--- src/rtl/wr_en_decoder_2p_if.sv ---
// rtl/wr_en_decoder_2p_if.sv - two write-request ports (valid/addr/ready) bundled for the write-enable decoder
interface wr_en_decoder_2p_if #(
    parameter int ADDR_W = 5
);
    logic              wr0_valid;
    logic [ADDR_W-1:0] wr0_addr;
    logic              wr0_ready;
    logic              wr1_valid;
    logic [ADDR_W-1:0] wr1_addr;
    logic              wr1_ready;

    // Requester side: drives requests, observes accepts.
    modport master (
        output wr0_valid, wr0_addr, wr1_valid, wr1_addr,
        input  wr0_ready, wr1_ready
    );

    // Decoder side: observes requests, drives accepts.
    modport slave (
        input  wr0_valid, wr0_addr, wr1_valid, wr1_addr,
        output wr0_ready, wr1_ready
    );
endinterface

--- src/rtl/wr_en_decoder_2p.sv ---
// rtl/wr_en_decoder_2p.sv - two-port one-hot register write-enable decoder with same-address replay; option macro ZERO_REG_SUPPRESS_EN
module wr_en_decoder_2p #(
    parameter int ADDR_W = 5
) (
    input  logic                   clk,
    input  logic                   reset_n,
    input  logic                   flush,
    wr_en_decoder_2p_if.slave      wr,
    output logic [2**ADDR_W-1:0]   we0,
    output logic [2**ADDR_W-1:0]   we1,
    output logic                   pending,
    output logic [15:0]            conflict_cnt
);
    localparam int NREG = 2**ADDR_W;

    typedef enum logic {
        IDLE   = 1'b0,
        REPLAY = 1'b1
    } state_t;

    state_t            state;
    logic [ADDR_W-1:0] hold_addr;
    logic [15:0]       cnt_q;
    logic [NREG-1:0]   we0_q;
    logic [NREG-1:0]   we1_q;
    logic              pending_q;

    logic              rdy;
    logic              acc0;
    logic              acc1;
    logic              zero0;
    logic              zero1;
    logic              conflict;

    // Register index to one-hot enable vector.
    function automatic logic [NREG-1:0] onehot(input logic [ADDR_W-1:0] a);
        logic [NREG-1:0] v;
        v    = '0;
        v[a] = 1'b1;
        return v;
    endfunction

    // Both ports share one accept: only in IDLE, never while flushing or in reset.
    assign rdy          = reset_n && (state == IDLE) && !flush;
    assign wr.wr0_ready = rdy;
    assign wr.wr1_ready = rdy;

    assign acc0 = wr.wr0_valid && rdy;
    assign acc1 = wr.wr1_valid && rdy;

`ifdef ZERO_REG_SUPPRESS_EN
    // The top register is hard-wired zero: writes are accepted and silently dropped.
    assign zero0 = (wr.wr0_addr == {ADDR_W{1'b1}});
    assign zero1 = (wr.wr1_addr == {ADDR_W{1'b1}});
`else
    assign zero0 = 1'b0;
    assign zero1 = 1'b0;
`endif

    // Same-address collision; a dropped zero-register write can never collide.
    assign conflict = acc0 && acc1 && (wr.wr0_addr == wr.wr1_addr) && !zero0;

    // Decode state, replay hold path and saturating conflict counter.
    always_ff @(posedge clk or negedge reset_n) begin
        if (!reset_n) begin
            state     <= IDLE;
            hold_addr <= '0;
            cnt_q     <= '0;
            we0_q     <= '0;
            we1_q     <= '0;
            pending_q <= 1'b0;
        end else if (flush) begin
            state     <= IDLE;
            hold_addr <= '0;
            we0_q     <= '0;
            we1_q     <= '0;
            pending_q <= 1'b0;
        end else begin
            case (state)
                IDLE: begin
                    we0_q <= (acc0 && !zero0) ? onehot(wr.wr0_addr) : '0;
                    we1_q <= (acc1 && !zero1 && !conflict) ? onehot(wr.wr1_addr) : '0;
                    if (conflict) begin
                        hold_addr <= wr.wr1_addr;
                        state     <= REPLAY;
                        pending_q <= 1'b1;
                        if (cnt_q != 16'hFFFF) begin
                            cnt_q <= cnt_q + 16'd1;
                        end
                    end else begin
                        pending_q <= 1'b0;
                    end
                end
                REPLAY: begin
                    we0_q     <= '0;
                    we1_q     <= onehot(hold_addr);
                    pending_q <= 1'b0;
                    state     <= IDLE;
                end
                default: begin
                    we0_q     <= '0;
                    we1_q     <= '0;
                    pending_q <= 1'b0;
                    state     <= IDLE;
                end
            endcase
        end
    end

    assign we0          = we0_q;
    assign we1          = we1_q;
    assign pending      = pending_q;
    assign conflict_cnt = cnt_q;
endmodule

--- src/flat_wrapper.sv ---
// flat-port wrapper written by rule: the top's interface ports become plain ports
module wr_en_decoder_2p_flat 
#(
    parameter int ADDR_W = 5
)
  (clk, reset_n, flush, we0, we1, pending, conflict_cnt, wr_wr0_valid, wr_wr0_addr, wr_wr1_valid, wr_wr1_addr, wr_wr0_ready, wr_wr1_ready);
  wr_en_decoder_2p_if #(.ADDR_W(ADDR_W)) wr_i ();
  input  logic clk;
  input  logic reset_n;
  input  logic flush;
  output logic [2**ADDR_W-1:0] we0;
  output logic [2**ADDR_W-1:0] we1;
  output logic pending;
  output logic [15:0] conflict_cnt;
  input wire logic [$bits(wr_i.wr0_valid)-1:0] wr_wr0_valid;
  input wire logic [$bits(wr_i.wr0_addr)-1:0] wr_wr0_addr;
  input wire logic [$bits(wr_i.wr1_valid)-1:0] wr_wr1_valid;
  input wire logic [$bits(wr_i.wr1_addr)-1:0] wr_wr1_addr;
  output wire logic [$bits(wr_i.wr0_ready)-1:0] wr_wr0_ready;
  output wire logic [$bits(wr_i.wr1_ready)-1:0] wr_wr1_ready;
  assign wr_i.wr0_valid = wr_wr0_valid;
  assign wr_i.wr0_addr = wr_wr0_addr;
  assign wr_i.wr1_valid = wr_wr1_valid;
  assign wr_i.wr1_addr = wr_wr1_addr;
  assign wr_wr0_ready = wr_i.wr0_ready;
  assign wr_wr1_ready = wr_i.wr1_ready;
  wr_en_decoder_2p #(.ADDR_W(ADDR_W)) u_core (.clk(clk), .reset_n(reset_n), .flush(flush), .wr(wr_i), .we0(we0), .we1(we1), .pending(pending), .conflict_cnt(conflict_cnt));
endmodule
--- config.mk ---
export PLATFORM = sky130hd
export DESIGN_NAME = wr_en_decoder_2p_flat
export DESIGN_NICKNAME = d
export VERILOG_FILES = /design/src/rtl/wr_en_decoder_2p_if.sv /design/src/rtl/wr_en_decoder_2p.sv /design/src/flat_wrapper.sv
export SDC_FILE = /design/constraint.sdc
export NUM_CORES = 1
export LEC_CHECK = 0
export BUFFER_PORTS_ARGS = -buffer_cell sky130_fd_sc_hd__buf_2
export CORE_ASPECT_RATIO = 2
export CORE_MARGIN = 4
export CORE_UTILIZATION = 45
export DETAILED_ROUTE_END_ITERATION = 10
export PLACE_DENSITY = 0.78
export SYNTH_ARGS = -nofsm -noshare
export SYNTH_HDL_FRONTEND = slang
export SYNTH_SLANG_ARGS = --single-unit
export TNS_END_PERCENT = 100
--- constraint.sdc ---
create_clock -name clk -period 2.5 [get_ports clk]
set_input_delay 0.5 -clock clk [delete_from_list [all_inputs] [get_ports clk]]
set_output_delay 0.5 -clock clk [all_outputs]
set_load 0.02 [all_outputs]
==> flow_summary.json, run 1 <==
{
  "status": "finished clean",
  "netlist_top_cells_count": "dfrtp_1, nor2_1, nand2_1",
  "critPathMaxFanout": 6,
  "route.antenna.remaining_nets": 0,
  "floorplan.die.height_um": 133,
  "worst_ir_drop_vdd_v": 0.000422,
  "maximum_number_of_pins_on_one_net_before_global_route_repair": 46,
  "number_of_fill_cells_in_the_layout": 644,
  "post_synth_fa_ha_maj_area_fraction_pct": 0.356,
  "grt_setup_unrepaired": "false",
  "cp_slowest_cell": "or4_1",
  "num_vias": 2748,
  "dp.final_hpwl_um": 6400,
  "hold_slack_ns": 0.265,
  "timing.critical_path.arrival_ns": 2.33,
  "die-area_um2": 9380,
  "antenna_violations_before_repair": 0,
  "worst_pin_slew_ns": 0.530,
  "dieWidth_um": 70.5,
  "postSynth.topFlopCell": "dfrtp_1",
  "numPortBuffers": 97,
  "cp.buffers_inverters": 0,
  "pwr_density_cell_nw_per_um2": 644,
  "cts.sink_count": 86,
  "detail_route.first_pass.iterations": 4,
  "synthCells": 303,
  "maxSlewHeadroom_pct": 64.6,
  "share_of_synthesized_flip_flops_with_an_asynchronous_set_or_reset_pct": 100,
  "synth_edf_count": 0,
  "detail_route.wl_per_cell_um": 17.6,
  "timing.critical_path.from_type": "flop",
  "synth.avg_cell_area_um2": 11.6,
  "pin_count": 98,
  "grt_util_met3_pct": 4.87,
  "globalRouteOverflowTotal": 0,
  "number_of_global_route_vias_before_repair": 2835,
  "worstSetupPathType": "reg2reg",
  "cellLeakagePower_nw": 2.18,
  "hold_buffers": 0,
  "drt_drc_violations_left": 0,
  "synth_warnings": 0,
  "core_region_area_um2": 7600,
  "layout_worst_path_cycle_share_pct": 84.5,
  "timing.critical_path.cells": "ha_1, nand2_1, or2_1, or4_1, nand2_1, mux2_1",
  "finalSetupTns_ns": 0,
  "final_nets": 414,
  "synth.top_cells.by_area": "dfrtp_1, nor2_1, o32ai_1",
  "grt_util_met1_pct": 20.8,
  "detail_route.vias_per_cell": 5.55,
  "cts_tree": "done",
  "synth_area_um2": 3520,
  "cts_htree_levels": 3,
  "drt_iter0_drc": 247,
  "complex_gate_fraction_of_the_synthesized_area_pct": 7.65,
  "start_util_pct": 46.3,
  "crit_path_frequent_cell": "nand2_1",
  "synth.mux.area_fraction_pct": 1.28,
  "yosysUniqueCellTypes": 43,
  "post_synth_and_or_nand_nor_area_fraction_pct": 22.4,
  "post-synth-top-area-cell": "dfrtp_1",
  "fmax_mhz": 473,
  "worst_ep_required_time_ns": 2.72,
  "synth_largest_type_area_fraction_pct": 61.2,
  "cpPeakStageDelay_ns": 0.54,
  "max_cap_viol_count": 0,
  "hold_path_class": "in2async",
  "grt_util_all_layers_pct": 19.8,
  "post_cts.repair.setup_buffers": 0,
  "syn_to_final_growth_pct": 23.5,
  "timing.critical_path.to_type": "flop",
  "syn-num-nets": 319,
  "path_clk_slew_ns": 0.06,
  "report.final.setup_viol": 0,
  "synthXorXnorAreaFrac_pct": 4.23,
  "wl_um": 8700,
  "combinational_family_with_the_most_area_after_synthesis": "simple AND/OR/NAND/NOR gates",
  "critPathTopFamily": "simple AND/OR/NAND/NOR gates",
  "seq_area_frac_synth_pct": 61.2,
  "clk_latency_ns": 0.33,
  "global_route.peak_usage_layer": "met2",
  "clock_path_buffers": 2,
  "gp_routability_congestion": 0.847,
  "yosys_register_bits": 86,
  "cts.root.buffer_cell": "clkbuf_16",
  "inserted_clock_buffers": 9,
  "hold_viol": 0,
  "first_pass_grt_wire_length_um": 14200,
  "fp-row-count": 45,
  "final_max_slew_viol_count": 0,
  "clock_skew_ns": 0.00389,
  "diodes": 0,
  "final-seq-area_um2": 2150,
  "drive_above_1_share_pct": 32.7,
  "grt.met2_usage_pct": 34.6,
  "multi_input_area_um2": 1260,
  "yosysMostFrequentCell": "dfrtp_1",
  "final_period_minus_worst_setup_slack_ns": 2.11,
  "cts.repair.resized": 0
}
[kinds of logic after synthesis]
logic type,count (synthesis)
simple gates,141
flops,86
compound gates,34
buf+inv,20
xor+xnor,17
mux,4
fa+ha+maj,1
[metal layers]
layer / vias up / wire length [um]
li1: 1263 / -
met5: - / 0
met2: 115 / 4730
met4: 0 / 418
met1: 1339 / 3040
met3: 31 / 511
[flip-flops by register name (all words and copies together) (netlist names)]
| register | count |
|---|---|
| u_core.we0 | 32 |
| u_core.conflict_cnt | 16 |
| u_core.hold_addr | 5 |
| u_core.state | 1 |
| u_core.we1 | 32 |
[cell type report]
type	count	area share [%]
Sequential cell	86	49.5
Multi-Input combinational cell	197	29.1
Timing Repair Buffer	102	12.1
Clock buffer	10	5.27
Tap cell	94	2.71
Clock inverter	4	1.15
Inverter	2	0.173
[worst reg2reg max path: cells and delay by family, from the launching register on]
family / cells / cell delay [ns]
multiplexers: 1 / 0.33
flip-flops: 1 / 0.42
adder cells (fa/ha/maj): 1 / 0.23
AND/OR/NAND/NOR: 4 / 1.02
[power breakdown]
| group | total, mW | internal (mW) | switching (mW) | leakage, nW |
|---|---|---|---|---|
| sequential | 1.40 | 1.40 | 0.00511 | 1.20 |
| clock | 1.26 | 0.760 | 0.502 | 0.130 |
| combinational | 0.135 | 0.0388 | 0.0961 | 0.852 |
| total | 2.80 | 2.20 | 0.604 | 2.18 |
[layout by cell type (no fill, tap or decap), types with 5 or more instances in the layout]
cell type  netlist  final
nor2_1          41     41
clkbuf_16        0      9
o22ai_1         13     13
xor2_1           6      6
nand3_1         15     15
nand2_1         22     22
o32ai_1         17     17
nand4_1         10     10
or3b_2           6      6
nand3b_1        14     14
buf_2            5     96
nor3_1           5      5
dfrtp_1         86     86
buf_4            1      6
xnor2_1         11     11
[worst paths after layout]
path,cells past startpoint,startpoint,slack (ns),end
setup / recovery,6,u_core.conflict_cnt[0],0.39,u_core.conflict_cnt[1]
hold / removal,2,reset_n,0.26,u_core.conflict_cnt[2]
setup reg to reg,6,u_core.conflict_cnt[0],0.39,u_core.conflict_cnt[1]
hold reg to reg,1,u_core.conflict_cnt[9],0.50,u_core.conflict_cnt[9]
max in group asynchronous,2,reset_n,1.87,u_core.we0[15]
min in group clk,3,wr_wr1_addr[3],0.46,u_core.hold_addr[3]
[per-stage QoR]
step           util (%)  power [mW]  instance area, um^2  setup slack [ns]  std cells
2_1_floorplan         -        1.50                 3520             0.415        303
3_3_place_gp       53.5        1.56                 4070             0.329        481
3_5_place_dp       53.5        1.56                 4070             0.282        481
4_1_cts            57.2        2.81                 4350             0.363        495
5_1_grt            57.2        2.89                 4350             0.265        495
6_report           57.2        2.80                 4350             0.388        495
Note: power is estimated with default switching activity, not from simulation.
==> run 2: changes to the inputs <==
==> constraint.sdc (replaced) <==
create_clock -name clk -period 2.13 [get_ports clk]
set_input_delay 0.426 -clock clk [delete_from_list [all_inputs] [get_ports clk]]
set_output_delay 0.426 -clock clk [all_outputs]
set_load 0.02 [all_outputs]
==> flow_summary.json, run 2 (same netlist as run 1, synthesis figures left out) <==
{
  "cellLeakagePower_nw": 2.23,
  "fp-row-count": 45,
  "pwr_density_cell_nw_per_um2": 770,
  "detail_route.vias_per_cell": 5.56,
  "final.setup.worst_slack_ns": 0.132,
  "final_nets": 420,
  "finalSetupTns_ns": 0,
  "cts_htree_levels": 3,
  "start_util_pct": 46.3,
  "grt_util_all_layers_pct": 19.9,
  "placed_area_um2": 4110,
  "worstSetupPathType": "reg2reg",
  "maximum_number_of_pins_on_one_net_before_global_route_repair": 45,
  "numPortBuffers": 97,
  "route.antenna.remaining_nets": 0,
  "inserted_clock_buffers": 9,
  "worst_ir_drop_vdd_v": 0.000501,
  "final_max_slew_viol_count": 0,
  "number_of_fill_cells_in_the_layout": 666,
  "timing.rr.start": "u_core.conflict_cnt[1]",
  "final_period_minus_worst_setup_slack_ns": 2.00,
  "first_pass_grt_wire_length_um": 14300,
  "worst_ep_required_time_ns": 2.35,
  "hold_viol": 0,
  "timing.critical_path.to_type": "flop",
  "clock_path_buffers": 2,
  "globalRouteOverflowTotal": 0,
  "clk_latency_ns": 0.34,
  "timing.critical_path.arrival_ns": 2.22,
  "cts_tree": "done",
  "hold_path_class": "in2async",
  "wl_um": 9070,
  "detail_route.first_pass.iterations": 5,
  "core_region_area_um2": 7600,
  "timing.critical_path.from_type": "flop",
  "drt_drc_violations_left": 0,
  "drive_above_1_share_pct": 34.2,
  "top_library_cells_by_usage_in_the_layout_fill_and_taps_aside": "buf_2, dfrtp_1, nor2_1",
  "floorplan.die.height_um": 133,
  "report.final.setup_viol": 0,
  "layout_worst_path_cycle_share_pct": 93.8,
  "placement.setup.worst_slack_ns": 0.0274,
  "worst_pin_slew_ns": 0.522,
  "drt_iter0_drc": 202,
  "num_vias": 2795,
  "clock_skew_ns": 0.00501,
  "pin_count": 98,
  "max_cap_viol_count": 0,
  "hold_buffers": 0,
  "dieWidth_um": 70.5,
  "layout_commonest_cell": "buf_2",
  "path_clk_slew_ns": 0.06,
  "detail_route.wl_per_cell_um": 18.0,
  "dp.final_hpwl_um": 6760,
  "cts.sink_count": 86,
  "number_of_global_route_vias_before_repair": 2915,
  "die-area_um2": 9380,
  "antenna_violations_before_repair": 0,
  "finalInstanceArea_um2": 4420,
  "worst_r2r_path_cells": 6,
  "ff2ff_setup_slack_ns": 0.13,
  "fmax_mhz": 501,
  "status": "finished clean",
  "maxSlewHeadroom_pct": 65.2,
  "cts.root.buffer_cell": "clkbuf_16",
  "r2r_end": "u_core.conflict_cnt[1]",
  "grt_setup_unrepaired": "false",
  "diodes": 0,
  "critPathMaxFanout": 6,
  "gp_routability_congestion": 0.878,
  "syn_to_final_growth_pct": 25.7
}
==> run 2: cell types whose count changed in the layout (fill, tap and decap cells not counted), sizes merged <==
cell      previous run  this run
clkinv               1         2
clkbuf              10        11
clkinvlp             2         0
buf                102       108
inv                  2         4
==> run 2: what timing repair did <==
item,CTS,global route
endpoints found under the setup margin,0,1
setup buffers,0,0
endpoints found under the hold margin,0,0
gates resized for setup,0,1
==> run 2: how the worst max path moves through the flow <==
stage	startpoint	to	slack (ns)	cells past startpoint
final	u_core.conflict_cnt[1]	u_core.conflict_cnt[1]	0.13	6
after floorplan	u_core.conflict_cnt[0]	u_core.conflict_cnt[1]	0.04	7
after detailed placement	flush	u_core.conflict_cnt[15]	0.03	6
after global routing	u_core.conflict_cnt[1]	u_core.conflict_cnt[1]	0.04	6
after global placement	wr_wr0_addr[3]	u_core.conflict_cnt[15]	0.08	6
after CTS	u_core.conflict_cnt[1]	u_core.conflict_cnt[1]	0.02	6
==> run 2: worst max-delay path, cell delays in order (launching register included) <==
cell	delay (ns)
dfrtp_1	0.40
ha_1	0.24
nand2_1	0.07
or2_1	0.24
or4_4	0.47
nand2_1	0.14
mux2_1	0.32
==> run 2: area by class of cell <==
cell class                 count  area, um^2  area share [%]
sequential                    86        2150            48.6
multi-input combinational    197        1270            28.7
timing repair buffer         108         571            12.9
clock buffer                  11         243            5.49
tap                           94         118            2.66
clock inverter                 5        65.1            1.47
inverter                       2        7.51           0.170
==> run 2: per-layer routing <==
| metal | track usage [%] | part of all wire [%] |
|---|---|---|
| met4 | 13.0 | 3.4 |
| met5 | 0 | 0 |
| met1 | 19.5 | 33 |
| met3 | 4.33 | 6.1 |
| met2 | 36.3 | 57 |
==> run 2: where the power goes <==
part,leakage (nW),internal [mW],total (mW),switching (mW)
combinational,0.884,0.0533,0.171,0.117
clock,0.151,0.953,1.59,0.640
sequential,1.20,1.64,1.64,0.00361
total,2.23,2.65,3.41,0.761
==> run 2: through the flow <==
step	power (mW)	std cells	hold WS, ns	util [%]
2_1_floorplan	1.76	303	0.130	-
3_3_place_gp	1.84	487	0.384	54.1
3_5_place_dp	1.85	487	0.392	54.1
4_1_cts	3.42	503	0.0336	58.2
5_1_grt	3.51	503	0.0422	58.2
6_report	3.41	503	0.0321	58.2
